`config.mk`:
```
export PLATFORM = sky130hd
export DESIGN_NAME = aer_event_sender
export DESIGN_NICKNAME = d
export VERILOG_FILES = /design/src/rtl/aer_event_sender.sv
export SDC_FILE = /design/constraint.sdc
export NUM_CORES = 1
export LEC_CHECK = 0
export CAP_MARGIN = 10
export CORE_MARGIN = 2
export CORE_UTILIZATION = 45
export DETAILED_ROUTE_END_ITERATION = 16
export MAX_ROUTING_LAYER = met4
export PLACE_DENSITY = 0.76
export SLEW_MARGIN = 20
export SYNTH_ARGS = -nofsm -noshare
export SYNTH_HDL_FRONTEND = slang
export SYNTH_SLANG_ARGS = --single-unit
export TNS_END_PERCENT = 10
```
`constraint.sdc`:
```
create_clock -name CLK -period 2.2 [get_ports CLK]
set_input_delay 0.55 -clock CLK [delete_from_list [all_inputs] [get_ports CLK]]
set_output_delay 0.55 -clock CLK [all_outputs]
set_load 0.01 [all_outputs]
```
`src/rtl/aer_event_sender.sv`:
```
// rtl/aer_event_sender.sv - 4-phase AER link driver between the ROC pixel encoder and the SNN core
//
// Takes each index reported by the pixel encoder and sends it to the SNN core
// over a 10-bit AER link with a 4-phase REQ/ACK handshake. The block also
// stalls the encoder while a transfer is in flight, synchronises the
// asynchronous ACK, aborts stuck handshakes, and keeps event/error status.
//
// Ports:
//   CLK              in   system clock, rising edge
//   RST              in   synchronous active-low reset
//   EVT_VALID        in   encoder strobe (single- or multi-cycle)
//   EVT_DATA         in   encoder index, valid one cycle after the strobe starts
//   AERIN_CTRL_BUSY  out  stall to encoder (combinational)
//   AEROUT_ADDR      out  AER address, held from capture until the next capture
//   AEROUT_REQ       out  AER request, registered
//   AEROUT_ACK       in   AER acknowledge, asynchronous
//   EVT_SENT_CNT     out  completed handshakes, saturating
//   ERR_TIMEOUT      out  sticky, a handshake was aborted
//   ERR_OVERRUN      out  sticky, a new strobe arrived while busy
//   CLR_STATUS       in   clears the counter and both error flags

module aer_event_sender #(
    parameter int ADDR_BITS      = 10,
    parameter int SYNC_STAGES    = 2,
    parameter int TIMEOUT_CYCLES = 1023,
    parameter int CNT_BITS       = 16
) (
    input  logic                 CLK,
    input  logic                 RST,
    input  logic                 EVT_VALID,
    input  logic [ADDR_BITS-1:0] EVT_DATA,
    output logic                 AERIN_CTRL_BUSY,
    output logic [ADDR_BITS-1:0] AEROUT_ADDR,
    output logic                 AEROUT_REQ,
    input  logic                 AEROUT_ACK,
    output logic [CNT_BITS-1:0]  EVT_SENT_CNT,
    output logic                 ERR_TIMEOUT,
    output logic                 ERR_OVERRUN,
    input  logic                 CLR_STATUS
);

    localparam int                   TMO_BITS = $clog2(TIMEOUT_CYCLES + 1);
    // The counter starts at 0 on entry, so the last permitted cycle is at TIMEOUT_CYCLES-1.
    localparam logic [TMO_BITS-1:0]  TMO_LAST = TMO_BITS'(TIMEOUT_CYCLES - 1);
    localparam logic [CNT_BITS-1:0]  CNT_MAX  = '1;

    typedef enum logic [1:0] {
        S_IDLE   = 2'd0,
        S_LATCH  = 2'd1,
        S_REQ    = 2'd2,
        S_ACK_HI = 2'd3
    } state_t;

    state_t                 state;
    logic [SYNC_STAGES-1:0] ack_sync;
    logic [TMO_BITS-1:0]    tmo_cnt;
    logic                   evt_valid_q;

    logic                   ack_s;
    logic                   evt_rise;
    logic                   tmo_hit;
    logic                   hs_done;
    logic                   hs_abort;
    logic                   overrun;

    always_comb begin
        ack_s    = ack_sync[SYNC_STAGES-1];
        // Only a fresh strobe (low on the previous cycle) is an event; a held
        // level must drop for a cycle before it can start another one.
        evt_rise = EVT_VALID & ~evt_valid_q;
        tmo_hit  = (tmo_cnt == TMO_LAST);
        hs_done  = (state == S_ACK_HI) && !ack_s;
        hs_abort = ((state == S_REQ)    && !ack_s && tmo_hit) ||
                   ((state == S_ACK_HI) &&  ack_s && tmo_hit);
        overrun  = (state != S_IDLE) && evt_rise;
    end

    // Busy must reach the encoder in the same cycle as its strobe.
    assign AERIN_CTRL_BUSY = (state != S_IDLE) || ((state == S_IDLE) && EVT_VALID);

    // ACK synchroniser and strobe edge history.
    always_ff @(posedge CLK) begin
        if (!RST) begin
            ack_sync    <= '0;
            evt_valid_q <= 1'b0;
        end else begin
            ack_sync    <= {ack_sync[SYNC_STAGES-2:0], AEROUT_ACK};
            evt_valid_q <= EVT_VALID;
        end
    end

    // Handshake FSM with registered REQ/ADDR; the timeout counter restarts on
    // every state change.
    always_ff @(posedge CLK) begin
        if (!RST) begin
            state       <= S_IDLE;
            tmo_cnt     <= '0;
            AEROUT_REQ  <= 1'b0;
            AEROUT_ADDR <= '0;
        end else begin
            case (state)
                S_IDLE: begin
                    tmo_cnt    <= '0;
                    AEROUT_REQ <= 1'b0;
                    if (evt_rise) begin
                        state <= S_LATCH;
                    end
                end
                S_LATCH: begin
                    // The encoder registers its index one cycle after the strobe.
                    AEROUT_ADDR <= EVT_DATA;
                    AEROUT_REQ  <= 1'b1;
                    tmo_cnt     <= '0;
                    state       <= S_REQ;
                end
                S_REQ: begin
                    if (ack_s) begin
                        AEROUT_REQ <= 1'b0;
                        tmo_cnt    <= '0;
                        state      <= S_ACK_HI;
                    end else if (tmo_hit) begin
                        AEROUT_REQ <= 1'b0;
                        tmo_cnt    <= '0;
                        state      <= S_IDLE;
                    end else begin
                        tmo_cnt <= tmo_cnt + 1'b1;
                    end
                end
                S_ACK_HI: begin
                    if (!ack_s) begin
                        tmo_cnt <= '0;
                        state   <= S_IDLE;
                    end else if (tmo_hit) begin
                        tmo_cnt <= '0;
                        state   <= S_IDLE;
                    end else begin
                        tmo_cnt <= tmo_cnt + 1'b1;
                    end
                end
                default: begin
                    AEROUT_REQ <= 1'b0;
                    tmo_cnt    <= '0;
                    state      <= S_IDLE;
                end
            endcase
        end
    end

    // Status: a clear in the same cycle as an update wins.
    always_ff @(posedge CLK) begin
        if (!RST) begin
            EVT_SENT_CNT <= '0;
            ERR_TIMEOUT  <= 1'b0;
            ERR_OVERRUN  <= 1'b0;
        end else if (CLR_STATUS) begin
            EVT_SENT_CNT <= '0;
            ERR_TIMEOUT  <= 1'b0;
            ERR_OVERRUN  <= 1'b0;
        end else begin
            if (hs_done && (EVT_SENT_CNT != CNT_MAX)) begin
                EVT_SENT_CNT <= EVT_SENT_CNT + 1'b1;
            end
            if (hs_abort) begin
                ERR_TIMEOUT <= 1'b1;
            end
            if (overrun) begin
                ERR_OVERRUN <= 1'b1;
            end
        end
    end

endmodule

```
# == Word-level counts from Yosys, hierarchy flattened ==
# Cells that the tools add are included.
# word_totals
register_bits,44
elab_cells,50
input_bits,15
# classes
reduce_logical,17
eq_ne,7
bitwise,3
n_mux,12
n_addsub,2
# op_table
cell,count
10-bit 2-to-1 mux,3
10-bit case mux with 3 select lines,1
16-bit by 1-bit adder with 16-bit output (second input constant),1
16-bit != test (second input constant),1
10-bit by 1-bit adder with 10-bit output (second input constant),1
10-bit equality test (second input constant),1
1-bit logical AND,8
2-bit 2-to-1 mux,4
2-bit case mux with 4 select lines,1
2-bit equality test (second input constant),2
2-bit OR reduction,2
3-bit != test (second input constant),1
1-bit case mux with 3 select lines,1
3-bit nonzero test,1
2-bit by 1-bit equality test with 1-bit output (second input constant),1
2-bit zero test,1
1-bit logical OR,2
1-bit 2-to-1 mux,2
2-bit != test (second input constant),1
1-bit NOT,2
2-bit AND reduction,1
2-bit nonzero test,1
1-bit bitwise AND,1
1-bit zero test,1

# == Logic depth before layout (Yosys ltp) ==
# depth
ltp_word,4
ltp_mapped,6
ltp_nobuf,6

# == Least setup slack after synthesis ==
# Ideal clock, no wire load.
# synth_timing
path_type,register to register
startpoint,register EVT_SENT_CNT[5]
endpoint,register EVT_SENT_CNT[15]
setup_time_ns,0.070
path_slack_ns,0.382
stages_incl_launch_ff,5
n_path_buf,0
synth_period_minus_slack_ns,1.818
arrival_time_ns,1.748
path_cell_list,dfxtp_1 > nand4_2 > or4_4 > or4_1 > a21oi_1
# synth_via
elab_chain_len,2
elab_cells_between_ends,3
classes_between,1 x add/sub; 1 x eq/ne; 1 x reduce/logical
# synth_lines
element,line_no,source
start: declaration,36,"output logic [CNT_BITS-1:0] EVT_SENT_CNT,"
start signal: assignment,161,EVT_SENT_CNT <= EVT_SENT_CNT + 1'b1;
branches (longest 2 deep; another with 16-bit by 1-bit adder with 16-bit output),n/a,
# Several ways; the timed one is not identified.
# A chain may end at the register's enable or synchronous reset.

# == Worst setup path in the final report ==
# layout_timing
startpoint,input port EVT_VALID
endpoint,output port AERIN_CTRL_BUSY
# layout_via
elab_chain_len,2
# layout_lines
element,line_no,source
start: declaration,30,"input logic EVT_VALID,"
1-bit logical AND,79,assign AERIN_CTRL_BUSY = (state != S_IDLE) || ((state == S_IDLE) && EVT_VALID);
1-bit logical OR,79,
end: declaration,32,"output logic AERIN_CTRL_BUSY,"
# No other way between the ends.

==> key figures <==
Clock network
  • H-tree depth: 2
  • Num CTS Buffers: 5
  • Sink Count: 44
  • Clk slew on worst S/H paths: 0.09 ns
  • Insertion delay to the later sink of the worst-skew pair: 0.30 ns
  • Bufs on Longest Clock Path: 2
  • Cts hold-fix bufs: 0
  • CTS Root Cell: clkbuf_8
  • CTS tree: done
  • CTS resizes: 1
  • Post CTS Setup Buffer Count: 0

Finish
  • ANT cells: 0
  • Area Overhead vs Synth: 32.1%
  • Finished Cell Area: 0.00262 mm2
  • Leading cell type in the layout, fill and taps excluded: dfxtp_1
  • Fillers: 402
  • Share of cells above drive strength 1: 7.86%
  • Commonest cells after routing, fill and taps aside: 44 x dfxtp_1, 43 x clkdlybuf4s50_1, 34 x nand2_1
  • Layout Nets: 297

Worst hold path
  • Worst hold path class: flip-flop to flip-flop

Worst setup path
  • CP Class: primary input to primary output
  • Max incr delay on CP: 0.41 ns
  • R2R setup slack: 0.29 ns
  • Crit path max fanout: 2
  • Worst setup SP type: primary input
  • Worst Setup EP: AERIN_CTRL_BUSY
  • CP Launch Point: EVT_VALID
  • R2R Path Start: EVT_SENT_CNT[4]
  • Critical path, cell by cell: clkdlybuf4s50_1 > or3_1 > dlygate4sd2_1
  • Path depth of the worst reg2reg path: 4
  • CP endpoint kind: primary output
  • Worst R2R End: EVT_SENT_CNT[15]
  • Worst Path Required: 1.65 ns
  • Slowest CP cell: clkdlybuf4s50_1
  • Arrival time at the worst endpoint: 1.57 ns

Synthesis
  • Synthesized cell area: 0.00198 mm2
  • Syn nets: 245
  • Post-synth EDFFs: 0
  • Sequential cell area fraction in the yosys report: 44.5%
  • Syn_area_per_cell: 8.72 um2
  • Yosys warning count: 0
  • Synthesized flop and latch total: 44
  • Top FF cell, synth: dfxtp_1
  • Post-synthesis cell count: 227
  • Ys async rst share: 0%
  • Synth cell types: 40

Flow run
  • Max Cap Viol: 0

STA
  • Fin worst setup slack: 0.0811 ns
  • Max-slew violation count: 0
  • RSZ-0062 raised after global routing: no
  • Slew @ Worst Pin: 0.567 ns
  • TNS Setup: 0 ns
  • Crit share post-route: 96.3%
  • Clock skew: 0.00453 ns
  • Final hold vios: 0
  • # setup viols final: 0
  • Slew HR: 61.9%
  • Minimum clock period: 2.12 ns
  • WHS: 0.453 ns
  • Fmax: 472 MHz

Global route
  • Gr ovfl total: 0
  • Largest net degree at the start of global routing: 15
  • Met2 usage: 29.0%
  • M1 GR Usage: 22.3%
  • First-pass GRT wire length: 7080 um
  • Initial antenna violation count: 0
  • GRT Util Overall: 18.3%
  • GR Util met3: 4.76%
  • Vias in the first global route: 1583
  • Gr busiest metal: met2

Drt
  • Final wirelength: 4200 um
  • Initial DRC Count: 95
  • # DRC: 0
  • Via-to-Cell Ratio: 5.41
  • ANT nets after route: 0
  • Drt wl/cell: 12.6 um
  • First drt pass iteration count: 4
  • Vias: 1796

Floorplan
  • Core region area: 0.00429 mm2
  • Cell Rows: 24
  • Die Y: 70.3 um
  • Initial cell density of the core: 46.1%
  • Total Die Area: 0.00494 mm2
  • Top Ports: 45
  • Die Wd: 70.3 um

Placed design
  • GPL Wtd Cong: 0.805
  • DP Worst Slack: -0.122 ns
  • IO Port Bufs: 44
  • Placed Area: 0.00252 mm2
  • HPWL Detailed: 3070 um

Pwr
  • Combinational fraction of design power: 9.4%
  • Power Internal: 1.15 mW
  • Peak supply drop: 0.448 mV
  • Switching Power: 365 uW
  • Pleak: 0.901 nW
  • Cell Pwr Density: 579 mW/mm2
  • Sequential fraction of design power: 54.9%
  • Clk pwr share: 35.8%
  • Sw Share: 24.1%

Outcome
  • Outcome: finished clean
-- cell type report --
| cell class | count | area [um2] | area share [%] |
|---|---|---|---|
| Multi-Input combinational cell | 171 | 1050 | 40.3 |
| Sequential cell | 44 | 881 | 33.7 |
| Timing Repair Buffer | 52 | 499 | 19.1 |
| Clock buffer | 6 | 82.6 | 3.16 |
| Tap cell | 52 | 65.1 | 2.49 |
| Inverter | 5 | 18.8 | 0.718 |
| Clock inverter | 2 | 15.0 | 0.574 |
-- registers in the layout (all words and copies together), names as in the netlist --
name          flops
AEROUT_ADDR      10
AEROUT_REQ        1
ERR_OVERRUN       1
ERR_TIMEOUT       1
EVT_SENT_CNT     16
ack_sync          2
evt_valid_q       1
state             2
tmo_cnt          10
-- worst max-delay path: cells and delay by family --
| family | cells | cell delay [ns] |
|---|---|---|
| buffers and inverters | 2 | 0.70 |
| and+or+nand+nor | 1 | 0.31 |
-- cells by family after synthesis --
family | share of synthesized area [%]
adders and majority gates | 1.90
and+or+nand+nor | 30.3
DFF | 44.5
muxes | 2.02
buffers and inverters | 2.28
xor gates and xnor gates | 3.98
AOI/OAI and AO/OA | 15.0
-- synthesized netlist by cell type (2+ instances only) --
library cell / number / area (um2)
o31ai_1: 6 / 45.0
nand2b_1: 5 / 31.3
nand2_1: 34 / 128
dfxtp_1: 44 / 881
clkbuf_1: 7 / 26.3
nand4_1: 8 / 50.1
and4_1: 4 / 35.0
a21oi_1: 13 / 65.1
o21ai_0: 5 / 25.0
ha_1: 3 / 37.5
and2_1: 3 / 18.8
xor2_1: 5 / 43.8
nor3_1: 3 / 15.0
or4_1: 6 / 45.0
nor4_1: 3 / 18.8
or3_1: 5 / 31.3
a21boi_0: 10 / 75.1
a31oi_1: 2 / 12.5
and3_1: 3 / 18.8
xnor2_1: 4 / 35.0
mux2i_1: 4 / 40.0
nand3_1: 9 / 45.0
inv_1: 5 / 18.8
nor2b_1: 2 / 12.5
o211ai_1: 3 / 22.5
nor2_1: 17 / 63.8
-- routing by layer --
metal  share of wire (%)  wire, um
met1                  47      1990
met2                  47      1970
met3                 4.2       176
met4                 1.6        66
met5                   0         0
-- power by group through the flow --
stage / registers (mW) / clock network (mW) / logic [mW]
after floorplan: 0.851 / 0 / 0.0649
after global placement: 0.850 / 0 / 0.143
after detailed placement: 0.850 / 0 / 0.144
after CTS: 0.831 / 0.559 / 0.144
after global routing: 0.834 / 0.586 / 0.156
final: 0.831 / 0.542 / 0.142
-- stage by stage --
step / instances / utilization, % / power, mW
2_1_floorplan: 227 / - / 0.916
3_3_place_gp: 324 / 58.7 / 0.993
6_report: 332 / 60.9 / 1.51
3_5_place_dp: 324 / 58.7 / 0.994
4_1_cts: 332 / 60.9 / 1.53
5_1_grt: 332 / 60.9 / 1.58
-- worst min-delay path by stage --
stage	startpoint	end	slack, ns	depth (start not counted)
floorplan	ack_sync[0]	ack_sync[1]	0.41	1
global placement	ack_sync[0]	ack_sync[1]	0.41	1
detailed placement	ack_sync[0]	ack_sync[1]	0.43	1
CTS	ack_sync[0]	ack_sync[1]	0.46	1
global route	ack_sync[0]	ack_sync[1]	0.47	1
finish	ack_sync[0]	ack_sync[1]	0.45	1
Note: power is estimated with default switching activity, not from simulation.
